==> src/rtl/udp_rx_unpack_if.sv <==
// Byte-in / word-out stream bundle for udp_rx_unpack.
// slave: the unpacker's view (consumes bytes, produces words).
// master: the view of whatever drives bytes in and sinks words out.
interface udp_rx_unpack_if #(
  parameter int OUT_BYTES = 4
);
  logic [7:0]             udp_axis_tdata_in;
  logic                   udp_axis_tvalid_in;
  logic                   udp_axis_tlast_in;
  logic                   udp_axis_tready_out;
  logic [OUT_BYTES*8-1:0] udp_axis_tdata_out;
  logic [OUT_BYTES-1:0]   udp_axis_tkeep_out;
  logic                   udp_axis_tvalid_out;
  logic                   udp_axis_tlast_out;
  logic                   udp_axis_tready_in;

  modport slave (
    input  udp_axis_tdata_in, udp_axis_tvalid_in, udp_axis_tlast_in, udp_axis_tready_in,
    output udp_axis_tready_out, udp_axis_tdata_out, udp_axis_tkeep_out,
           udp_axis_tvalid_out, udp_axis_tlast_out
  );

  modport master (
    output udp_axis_tdata_in, udp_axis_tvalid_in, udp_axis_tlast_in, udp_axis_tready_in,
    input  udp_axis_tready_out, udp_axis_tdata_out, udp_axis_tkeep_out,
           udp_axis_tvalid_out, udp_axis_tlast_out
  );
endinterface

==> src/rtl/udp_rx_unpack.sv <==
// UDP receive unpacker: strips the 8-byte UDP header into field registers
// and packs the payload bytes MSB-lane first into OUT_BYTES-wide words.
// Single output register; input is stalled only while that register is
// full and not draining, so every accepted payload byte always has room.
module udp_rx_unpack #(
  parameter int OUT_BYTES = 4,
  parameter int CNT_W     = 16
) (
  input  logic           clk,
  input  logic           reset,
  udp_rx_unpack_if.slave axis,
  output logic [15:0]    src_port_out,
  output logic [15:0]    dst_port_out,
  output logic [15:0]    udp_length_out,
  output logic [15:0]    checksum_out,
  output logic           hdr_valid_out,
  output logic           err_len_out,
  output logic           err_short_out
);
  localparam int LW = (OUT_BYTES > 1) ? $clog2(OUT_BYTES) : 1;
  localparam logic [0:0] S_HDR     = 1'b0;
  localparam logic [0:0] S_PAYLOAD = 1'b1;
  localparam logic [CNT_W-1:0] CNT_MAX   = '1;
  localparam logic [LW-1:0]    LANE_LAST = LW'(OUT_BYTES - 1);

  logic [0:0]             state;
  logic [CNT_W-1:0]       byte_cnt;
  logic [LW-1:0]          lane_idx;
  logic [55:0]            hdr_sh;    // header bytes 0..6, byte 0 oldest
  logic [OUT_BYTES*8-1:0] pk_data;   // partially packed payload word

  logic                   accept, last_acc, hdr_byte7, word_done;
  logic [63:0]            hdr_full;
  logic [CNT_W-1:0]       byte_total;
  logic [15:0]            len_field;
  logic [OUT_BYTES*8-1:0] word_next;
  logic [OUT_BYTES-1:0]   keep_next;

  assign axis.udp_axis_tready_out = ~axis.udp_axis_tvalid_out | axis.udp_axis_tready_in;
  assign accept     = axis.udp_axis_tvalid_in & axis.udp_axis_tready_out;
  assign last_acc   = accept & axis.udp_axis_tlast_in;
  assign hdr_byte7  = accept && (state == S_HDR) && (byte_cnt == CNT_W'(7));
  assign hdr_full   = {hdr_sh, axis.udp_axis_tdata_in};
  // Count including the byte being accepted now, pinned at all-ones.
  assign byte_total = (byte_cnt == CNT_MAX) ? CNT_MAX : byte_cnt + CNT_W'(1);
  // A datagram ending on byte 7 has not yet published its length field.
  assign len_field  = (state == S_HDR) ? hdr_full[31:16] : udp_length_out;
  assign word_done  = accept && (state == S_PAYLOAD) &&
                      ((lane_idx == LANE_LAST) || axis.udp_axis_tlast_in);

  // Merge the incoming byte into its lane and build the keep mask.
  always_comb begin
    word_next = pk_data;
    keep_next = '0;
    for (int k = 0; k < OUT_BYTES; k++) begin
      if (LW'(k) == lane_idx) word_next[8*(OUT_BYTES-1-k) +: 8] = axis.udp_axis_tdata_in;
      keep_next[OUT_BYTES-1-k] = (LW'(k) <= lane_idx);
    end
  end

  // Parser state, byte counter, header shift register and packing buffer.
  always_ff @(posedge clk or posedge reset) begin
    if (reset) begin
      state    <= S_HDR;
      byte_cnt <= '0;
      lane_idx <= '0;
      hdr_sh   <= '0;
      pk_data  <= '0;
    end else if (accept) begin
      byte_cnt <= axis.udp_axis_tlast_in ? '0 : byte_total;
      if (state == S_HDR) begin
        hdr_sh <= {hdr_sh[47:0], axis.udp_axis_tdata_in};
        if ((byte_cnt == CNT_W'(7)) && !axis.udp_axis_tlast_in) state <= S_PAYLOAD;
      end else begin
        if (word_done) begin
          pk_data  <= '0;
          lane_idx <= '0;
        end else begin
          pk_data  <= word_next;
          lane_idx <= lane_idx + LW'(1);
        end
        if (axis.udp_axis_tlast_in) state <= S_HDR;
      end
    end
  end

  // Publish header fields once all eight header bytes are in.
  always_ff @(posedge clk or posedge reset) begin
    if (reset) begin
      src_port_out   <= '0;
      dst_port_out   <= '0;
      udp_length_out <= '0;
      checksum_out   <= '0;
      hdr_valid_out  <= 1'b0;
    end else begin
      hdr_valid_out <= hdr_byte7;
      if (hdr_byte7) begin
        src_port_out   <= hdr_full[63:48];
        dst_port_out   <= hdr_full[47:32];
        udp_length_out <= hdr_full[31:16];
        checksum_out   <= hdr_full[15:0];
      end
    end
  end

  // Error pulses: truncated header, or total size disagreeing with length.
  always_ff @(posedge clk or posedge reset) begin
    if (reset) begin
      err_short_out <= 1'b0;
      err_len_out   <= 1'b0;
    end else begin
      err_short_out <= last_acc && (state == S_HDR) && (byte_cnt < CNT_W'(7));
      err_len_out   <= last_acc && ((state == S_PAYLOAD) || (byte_cnt == CNT_W'(7))) &&
                       ((byte_total != CNT_W'(len_field)) || (len_field < 16'd8));
    end
  end

  // Output word register: load on word completion, otherwise drain when taken.
  always_ff @(posedge clk or posedge reset) begin
    if (reset) begin
      axis.udp_axis_tdata_out  <= '0;
      axis.udp_axis_tkeep_out  <= '0;
      axis.udp_axis_tvalid_out <= 1'b0;
      axis.udp_axis_tlast_out  <= 1'b0;
    end else if (word_done) begin
      axis.udp_axis_tdata_out  <= word_next;
      axis.udp_axis_tkeep_out  <= keep_next;
      axis.udp_axis_tvalid_out <= 1'b1;
      axis.udp_axis_tlast_out  <= axis.udp_axis_tlast_in;
    end else if (axis.udp_axis_tready_in) begin
      axis.udp_axis_tdata_out  <= '0;
      axis.udp_axis_tkeep_out  <= '0;
      axis.udp_axis_tvalid_out <= 1'b0;
      axis.udp_axis_tlast_out  <= 1'b0;
    end
  end
endmodule

==> src/flat_wrapper.sv <==
// flat-port wrapper written by rule: the top's interface ports become plain ports
module udp_rx_unpack_flat 
#(
  parameter int OUT_BYTES = 4,
  parameter int CNT_W     = 16
)
  (clk, reset, src_port_out, dst_port_out, udp_length_out, checksum_out, hdr_valid_out, err_len_out, err_short_out, axis_udp_axis_tdata_in, axis_udp_axis_tvalid_in, axis_udp_axis_tlast_in, axis_udp_axis_tready_in, axis_udp_axis_tready_out, axis_udp_axis_tdata_out, axis_udp_axis_tkeep_out, axis_udp_axis_tvalid_out, axis_udp_axis_tlast_out);
  udp_rx_unpack_if #(.OUT_BYTES(OUT_BYTES)) axis_i ();
  input  logic clk;
  input  logic reset;
  output logic [15:0] src_port_out;
  output logic [15:0] dst_port_out;
  output logic [15:0] udp_length_out;
  output logic [15:0] checksum_out;
  output logic hdr_valid_out;
  output logic err_len_out;
  output logic err_short_out;
  input wire logic [$bits(axis_i.udp_axis_tdata_in)-1:0] axis_udp_axis_tdata_in;
  input wire logic [$bits(axis_i.udp_axis_tvalid_in)-1:0] axis_udp_axis_tvalid_in;
  input wire logic [$bits(axis_i.udp_axis_tlast_in)-1:0] axis_udp_axis_tlast_in;
  input wire logic [$bits(axis_i.udp_axis_tready_in)-1:0] axis_udp_axis_tready_in;
  output wire logic [$bits(axis_i.udp_axis_tready_out)-1:0] axis_udp_axis_tready_out;
  output wire logic [$bits(axis_i.udp_axis_tdata_out)-1:0] axis_udp_axis_tdata_out;
  output wire logic [$bits(axis_i.udp_axis_tkeep_out)-1:0] axis_udp_axis_tkeep_out;
  output wire logic [$bits(axis_i.udp_axis_tvalid_out)-1:0] axis_udp_axis_tvalid_out;
  output wire logic [$bits(axis_i.udp_axis_tlast_out)-1:0] axis_udp_axis_tlast_out;
  assign axis_i.udp_axis_tdata_in = axis_udp_axis_tdata_in;
  assign axis_i.udp_axis_tvalid_in = axis_udp_axis_tvalid_in;
  assign axis_i.udp_axis_tlast_in = axis_udp_axis_tlast_in;
  assign axis_i.udp_axis_tready_in = axis_udp_axis_tready_in;
  assign axis_udp_axis_tready_out = axis_i.udp_axis_tready_out;
  assign axis_udp_axis_tdata_out = axis_i.udp_axis_tdata_out;
  assign axis_udp_axis_tkeep_out = axis_i.udp_axis_tkeep_out;
  assign axis_udp_axis_tvalid_out = axis_i.udp_axis_tvalid_out;
  assign axis_udp_axis_tlast_out = axis_i.udp_axis_tlast_out;
  udp_rx_unpack #(.OUT_BYTES(OUT_BYTES), .CNT_W(CNT_W)) u_core (.clk(clk), .reset(reset), .axis(axis_i), .src_port_out(src_port_out), .dst_port_out(dst_port_out), .udp_length_out(udp_length_out), .checksum_out(checksum_out), .hdr_valid_out(hdr_valid_out), .err_len_out(err_len_out), .err_short_out(err_short_out));
endmodule
==> config.mk <==
export PLATFORM = sky130hd
export DESIGN_NAME = udp_rx_unpack_flat
export DESIGN_NICKNAME = d
export VERILOG_FILES = /design/src/rtl/udp_rx_unpack_if.sv /design/src/rtl/udp_rx_unpack.sv /design/src/flat_wrapper.sv
export SDC_FILE = /design/constraint.sdc
export NUM_CORES = 1
export LEC_CHECK = 0
export ABC_AREA = 1
export CAP_MARGIN = 30
export CORE_MARGIN = 2
export CORE_UTILIZATION = 60
export DETAILED_ROUTE_END_ITERATION = 6
export DONT_BUFFER_PORTS = 1
export PLACE_DENSITY_LB_ADDON = 0.1
export SYNTH_ARGS = -nofsm -noshare
export SYNTH_HDL_FRONTEND = slang
export SYNTH_SLANG_ARGS = --single-unit
==> constraint.sdc <==
create_clock -name clk -period 8.8 [get_ports clk]
set_input_delay 1.32 -clock clk [delete_from_list [all_inputs] [get_ports clk]]
set_output_delay 1.32 -clock clk [all_outputs]
set_load 0.01 [all_outputs]
# ---- Word-level counts from Yosys, hierarchy flattened
# Cells that the tools add are included.
dict set report totals {
  reg_bits 212
  in_bits 13
  output_inout_bits 106
  word_cells 72
}
dict set report op_classes {
  add_sub_neg 2
  n_lt_le_gt_ge 6
  eq_ne 7
  muxes 19
  n_bitwise 5
  reduce_logical 17
}
# operator count
set ops {}
lappend ops {{2-to-1 mux 32 bit} 3}
lappend ops {{2-to-1 mux 16 bit} 3}
lappend ops {{2-to-1 mux 8 bit} 4}
lappend ops {{adder 16 x 1 -> 16 bit (second input constant)} 1}
lappend ops {{equality test 16 bit (second input constant)} 1}
lappend ops {{equality test 16 x 3 -> 1 bit (second input constant)} 1}
lappend ops {{less-than comparator 16 x 3 -> 1 bit (second input constant)} 1}
lappend ops {{less-than comparator 16 x 4 -> 1 bit (second input constant)} 1}
lappend ops {{inequality test 16 bit} 1}
lappend ops {{logical AND 1 bit} 9}
lappend ops {{2-to-1 mux 4 bit} 2}
lappend ops {{2-to-1 mux 1 bit} 6}
lappend ops {{equality test 2 bit (first input constant)} 2}
lappend ops {{less-or-equal comparator 1 x 2 -> 1 bit (first input constant)} 2}
lappend ops {{less-or-equal comparator 2 bit (first input constant)} 2}
lappend ops {{AND reduction 2 bit} 2}
lappend ops {{logical OR 1 bit} 3}
lappend ops {{adder 2 x 1 -> 2 bit (second input constant)} 1}
lappend ops {{bitwise AND 1 bit} 2}
lappend ops {{equality test 1 x 2 -> 1 bit (first input constant)} 1}
lappend ops {{equality test 2 bit (second input constant)} 1}
lappend ops {{logical NOT 2 bit} 1}
lappend ops {{2-to-1 mux 2 bit} 1}
lappend ops {{inverter 1 bit} 2}
lappend ops {{other kinds (3)} 3}

# ---- Longest topological paths before layout
# Gate-level depths: netlist of run 1.
dict set report logic_depth {
  word_depth 6
  mapped_depth 14
  ltp_nobuf 14
}

# ---- Worst setup path after synthesis of run 1
# No wires, ideal clock.
dict set report synth_path {
  path_type {input to output}
  startpoint {input port axis_udp_axis_tready_in}
  endpoint {output port axis_udp_axis_tready_out}
  arrival_time_ps 1517
  required_ps 7480
  slack_ps 5963
  stages 2
  n_path_buf 0
  path_cell_list {inv_2 -> nand2_2}
}
dict set report synth_between {
  elab_chain_cells 1
}
# item line
set synth_rtl {}
lappend synth_rtl {{from (decl)} flat_wrapper.sv:21} ;# input wire logic [$bits(axis_i.udp_axis_tready_in)-1:0] axis_udp_axis_tready_in;
lappend synth_rtl {{bitwise OR 1 bit} udp_rx_unpack.sv:39} ;# assign axis.udp_axis_tready_out = ~axis.udp_axis_tvalid_out | axis.udp_axis_tready_in;
lappend synth_rtl {{to (decl)} flat_wrapper.sv:22} ;# output wire logic [$bits(axis_i.udp_axis_tready_out)-1:0] axis_udp_axis_tready_out;
# No other way between the ends.

# ---- Worst setup path in the final report of run 1
dict set report layout_path {
  startpoint {input port axis_udp_axis_tready_in}
  endpoint {register u_core.src_port_out[11]}
}
dict set report layout_between {
  elab_chain_cells 4
}
# item line
set layout_rtl {}
lappend layout_rtl {{bitwise OR 1 bit} udp_rx_unpack.sv:39}
lappend layout_rtl {{named net axis_udp_axis_tready_out} flat_wrapper.sv:22}
lappend layout_rtl {{bitwise AND 1 bit} udp_rx_unpack.sv:40} ;# assign accept = axis.udp_axis_tvalid_in & axis.udp_axis_tready_out;
lappend layout_rtl {{logical AND 1 bit (2 in series)} udp_rx_unpack.sv:42} ;# assign hdr_byte7 = accept && (state == S_HDR) && (byte_cnt == CNT_W'(7));
lappend layout_rtl {{to (signal assigned)} udp_rx_unpack.sv:98} ;# src_port_out <= hdr_full[63:48];
lappend layout_rtl {{to (decl)} udp_rx_unpack.sv:12} ;# output logic [15:0] src_port_out,
# The timed path passes the listed nets, and every way through them passes these cells.
# A chain may end at the register's enable or synchronous reset.

==> results.cfg, run 1 <==
[cts]
cts_hold_buf = 0
cts_buffer_depth = 3
cts_max_level = 1
cts_resized = 0
cts_setup_buffers = 0
cts_buffers = 23
clkTransAtPathRegs_ps = 50
cts_root_buf = clkbuf_16
clk_latency_ps = 510
clkSinkCount = 211
tritoncts = yes

[yosys]
synth_compound_area_share_pct = 9.896
synth_area_sq_um = 9268
synthCells = 1019
ys_top_cells_by_count = nand2_1, dfrtp_1, inv_1, o21ai_0, nand3_1
synth-edff-count = 0
synth_top_family_by_area = simple AND/OR/NAND/NOR gates
synthDistinctLibCells = 34
yosys_warnings = 0
synth-simple-area-share_pct = 19.47
yosys-top-cells-area = dfrtp_1, nand2_1, mux2_2
synthAdderAreaFrac_pct = 0.6750
synthArstFlopShare_pct = 100.0
ys_seq_area_share_pct = 56.97
synth_top_area_share_pct = 56.97
synth.mux.area_fraction_pct = 5.832
synth_ff_type = dfrtp_1
ys_ff_latch = 211
yosysTopAreaCell = dfrtp_1
synth_fp_nets = 1037
synthXorXnorAreaFrac_pct = 0.2835
synth.most_common_cell = nand2_1
syn_area_per_cell_sq_um = 9.095

[timing]
fin_crit_ps = 4205
rsz0062_at_grt = no
setup_viol = 0
worst_pin_slew_ps = 1021
fin_crit_sh_pct = 47.78
max_slew_margin_pct = 31.94
finalSetupTns_ps = 0
skew_ps = 20.62
fmax_mhz = 237.8
fin_worst_hold_slack_ps = 468.0
slew_violations = 0
hold_viol = 0

[pwr]
power_w = 0.002263
p_per_area_nw_per_um2 = 222.7
ir_drop_mv = 0.1714
leakagePower_nw = 5.155

[route]
ant_nets = 0
first_pass_iters = 5
wl_per_cell_microns = 17.48
routed_wl_microns = 21090
viasPerCell = 5.578
num_vias = 6733
drt_iter0_drc = 470
drcViolationCount = 0

[floorplan]
initial_core_util_pct = 61.19
die_x_microns = 128.3
fp-row-count = 45
io_pins = 119
core-area_sq_um = 15150
chipHeight_microns = 128.3
die_area_sq_um = 16460

[finish]
regArea_sq_um = 5280
final_core_util_pct = 67.10
nNetsFinal = 1021
synthToLayoutAreaGrowth_pct = 9.653
multiInputGateArea_sq_um = 3356
stdcell_area_sq_um = 10160
drive_gt1_share_pct = 10.61
nFillCells = 1202

[placement]
io_buffer_count = 0
placed_cell_area_sq_um = 9379
dp_hpwl_microns = 14030
gp_congestion = 0.9030

[outcome]
outcome = finished clean

[global_route]
grt_overflow_total = 0
grt_max_degree = 93
grt_pass1_vias = 6583
grt_pass1_wl_microns = 34240
antenna_found_initial = 1
gr-usage-all-layers_pct = 26.25

[setup_path]
cp_max_fo = 59
required_ps = 9180
startpoint = axis_udp_axis_tready_in
cp-end-kind = flop
worstSetupPathType = input port to flop
start_kind = input port
cp_data_arrival_time_ps = 4590
reg2reg_from = u_core.state

[run]
drv_cap = 0

[min_path]
holdCritPathClass = flop to flop
hp-start = u_core.hdr_sh[54]
## worst max-delay path, stage by stage
cell	delay, ps
inv_2	220
nand2_2	210
nand2_2	170
nor2_4	110
buf_4	480
inv_2	510
nor2_8	610
buf_4	520
mux2_2	390
## worst paths after layout
kind,endpoint,slack (ps),cells past startpoint
min in group asynchronous,u_core.axis.udp_axis_tdata_out[27],680,1
worst max register to register,u_core.src_port_out[11],5130,6
worst min-delay path,u_core.hdr_sh[54],470,2
worst max-delay path,u_core.src_port_out[11],4600,9
worst min register to register,u_core.hdr_sh[54],470,2
max in group asynchronous,u_core.src_port_out[5],6650,3
## placed cells by master (no fill, tap or decap), types with 3 or more instances in the layout
cell type and n:
ha_1 5, dfrtp_1 211, nor2_4 4, nand3_1 78, inv_1 99, nand2_2 4, o21ai_0 91, clkbuf_1 3
clkbuf_16 23, buf_4 3, mux2_2 46, bufinv_16 3, nand4_1 14, nor2_1 32, clkbuf_8 4, inv_2 5
o22ai_1 35, clkinv_2 4, o21ai_1 43, nand2_1 285
## per-stage QoR
stage                     std cells  setup WS, ps
after CTS                      1206          4575
final                          1207          4595
after global routing           1207          4291
after detailed placement       1166          4053
after floorplan                1019          1714
after global placement         1163          4093
## layout make-up
type | instances | share of cell area [%]
sequential | 211 | 51.96
multi-input combinational | 654 | 33.02
clock buffer | 30 | 6.316
inverter | 107 | 4.038
tap | 188 | 2.315
clock inverter | 10 | 1.367
timing repair buffer | 6 | 0.9604
antenna | 1 | 0.02462
## registers in the layout (all words and copies together), names as in the netlist, 2 cells and up
signal / count
u_core.lane_idx: 2
u_core.dst_port_out: 16
u_core.hdr_sh: 56
u_core.udp_length_out: 16
u_core.src_port_out: 16
u_core.axis.udp_axis_tdata_out: 32
u_core.pk_data: 32
u_core.axis.udp_axis_tkeep_out: 3
u_core.byte_cnt: 16
u_core.checksum_out: 16
## power breakdown
group	total [W]	switching, W	leakage (nW)	internal, W
Combinational	0.000182	0.000119	2.01	0.0000634
Clock	0.000987	0.000384	0.383	0.000603
Sequential	0.00109	0.0000575	2.77	0.00104
## kinds of logic (layout without fill, tap and decap cells)
family	Yosys count	after routing
simple gates	425	425
flops	211	211
compound gates	173	173
buf+inv	154	153
mux	48	48
fa+ha+maj	5	5
xor+xnor	3	3
other cells	0	1
## per-layer routing
layer  up-vias  global-route usage [%]  share of wire (%)
li1       3299                       -                  -
met1      3199                   35.42                 43
met2       197                   41.83                 47
met3        38                   6.886                6.9
met4         0                   8.533                3.0
met5         -                       0                  0
(Power assumes the default switching activity.)
==> run 2, diff against run 1 <==
--- a/config.mk
+++ b/config.mk
@@ -8,7 +8,7 @@
 export ABC_AREA = 1
 export CAP_MARGIN = 30
 export CORE_MARGIN = 2
-export CORE_UTILIZATION = 60
+export CORE_UTILIZATION = 57
 export DETAILED_ROUTE_END_ITERATION = 6
 export DONT_BUFFER_PORTS = 1
 export PLACE_DENSITY_LB_ADDON = 0.1
==> constraint.sdc (replaced) <==
create_clock -name clk -period 3.7 [get_ports clk]
set_input_delay 0.555 -clock clk [delete_from_list [all_inputs] [get_ports clk]]
set_output_delay 0.555 -clock clk [all_outputs]
set_load 0.01 [all_outputs]
==> results.cfg, run 2 (synthesized netlist as in run 1, its figures left out) <==
[timing]
fin_crit_ps = 2362
finalSetupTns_ps = 0
worst_pin_slew_ps = 779.5
hold_viol = 0
rsz0062_at_grt = no
max_slew_margin_pct = 47.93
fmax_mhz = 423.3
fin_crit_sh_pct = 63.84
slew_violations = 0
skew_ps = 14.52
worst_slack_ps = 1338
setup_viol = 0

[cts]
cts_root_buf = clkbuf_16
clkTransAtPathRegs_ps = 60
tritoncts = yes
cts_buffers = 23
cts_hold_buf = 0
clk_latency_ps = 510
cts_resized = 0
cts_setup_buffers = 0
cts_buffer_depth = 3
cts_max_level = 1
clkSinkCount = 211

[finish]
fin_cells = 1238
diodes = 0
nNetsFinal = 1027
nFillCells = 1362
largest_reg_flops = 56
drive_gt1_share_pct = 10.67
top_regs = u_core.hdr_sh x56, u_core.axis.udp_axis_tdata_out x32, u_core.pk_data x32
multiInputGateArea_sq_um = 3356
largest_register = u_core.hdr_sh
regArea_sq_um = 5280
final_cell_mix = nand2_1, dfrtp_1, inv_1
synthToLayoutAreaGrowth_pct = 9.653
final_common_cell = nand2_1

[global_route]
grt_pass1_vias = 6466
grt_max_degree = 82
grt_pass1_wl_microns = 34780
antenna_found_initial = 0
grt_overflow_total = 0
gr-usage-all-layers_pct = 24.79

[route]
ant_nets = 0
first_pass_iters = 5
drcViolationCount = 0
routed_wl_microns = 21140
num_vias = 6769
viasPerCell = 5.468
drt_iter0_drc = 531
wl_per_cell_microns = 17.07

[floorplan]
die_area_sq_um = 17290
fp-row-count = 46
die_x_microns = 131.5
core-area_sq_um = 15890
io_pins = 119
initial_core_util_pct = 58.34
chipHeight_microns = 131.5

[outcome]
outcome = finished clean

[placement]
gp_congestion = 0.9143
place_inst = 1200
dp_hpwl_microns = 14090
io_buffer_count = 0
place_ws_ps = 1369

[run]
drv_cap = 0

[setup_path]
required_ps = 4090
worstSetupPathType = flop to flop
cp_max_fo = 33
cp_data_arrival_time_ps = 2750
start_kind = flop
rr_worst_depth = 7
cp-end-kind = flop

[pwr]
leakagePower_nw = 5.137
ir_drop_mv = 0.3489
p_per_area_nw_per_um2 = 512.3

[min_path]
holdCritPathClass = input port to async pin
## run 2: critical path, cell delays in order (launching register included)
cell and delay, ps:
dfrtp_1 390, ha_1 240, nand2_2 110, nor2_1 130
nand3_1 250, nor2_8 460, buf_12 270, mux2_2 360
## run 2: worst paths after layout
| path | from | to | slack (ps) |
|---|---|---|---|
| max | u_core.byte_cnt[1] | u_core.checksum_out[9] | 1340 |
| min | reset | u_core.byte_cnt[1] | 50 |
| max reg2reg | u_core.byte_cnt[1] | u_core.checksum_out[9] | 1340 |
| min reg2reg | u_core.hdr_sh[49] | u_core.hdr_sh[49] | 470 |
| max in group asynchronous | reset | u_core.axis.udp_axis_tdata_out[11] | 2690 |
| min in group clk | axis_udp_axis_tdata_in[3] | u_core.hdr_sh[3] | 160 |
## run 2: cell type report
type                            instances  area share (%)
Tap cell                              216           2.659
Clock buffer                           33           6.427
Inverter                              107           4.001
Clock inverter                          5          0.5541
Sequential cell                       211           51.96
Timing Repair Buffer                   12           1.379
Multi-Input combinational cell        654           33.02
## run 2: through the flow
| stage | power (W) | utilization [%] | instance area, sq um | hold WS [ps] |
|---|---|---|---|---|
| 4_1_cts | 0.005258 | 63.97 | 10160 | 62.36 |
| 6_report | 0.005206 | 63.97 | 10160 | 49.67 |
| 3_3_place_gp | 0.003071 | 59.38 | 9433 | 449.3 |
| 5_1_grt | 0.005439 | 63.97 | 10160 | 87.67 |
| 3_5_place_dp | 0.003083 | 59.51 | 9453 | 455.4 |
| 2_1_floorplan | 0.002945 | - | 9271 | 436.4 |
## run 2: power breakdown
| group | internal (W) | switching [W] |
|---|---|---|
| clock | 0.00129 | 0.000879 |
| sequential | 0.00247 | 0.000133 |
| combinational | 0.000153 | 0.000287 |
## run 2: layer usage
metal  share of wire (%)  track usage, %  vias up
met1                  44           34.36     3216
met4                 2.6           7.186        0
li1                    -               -     3310
met3                 7.0           6.559       36
met5                   0               0        -
met2                  46           38.80      207
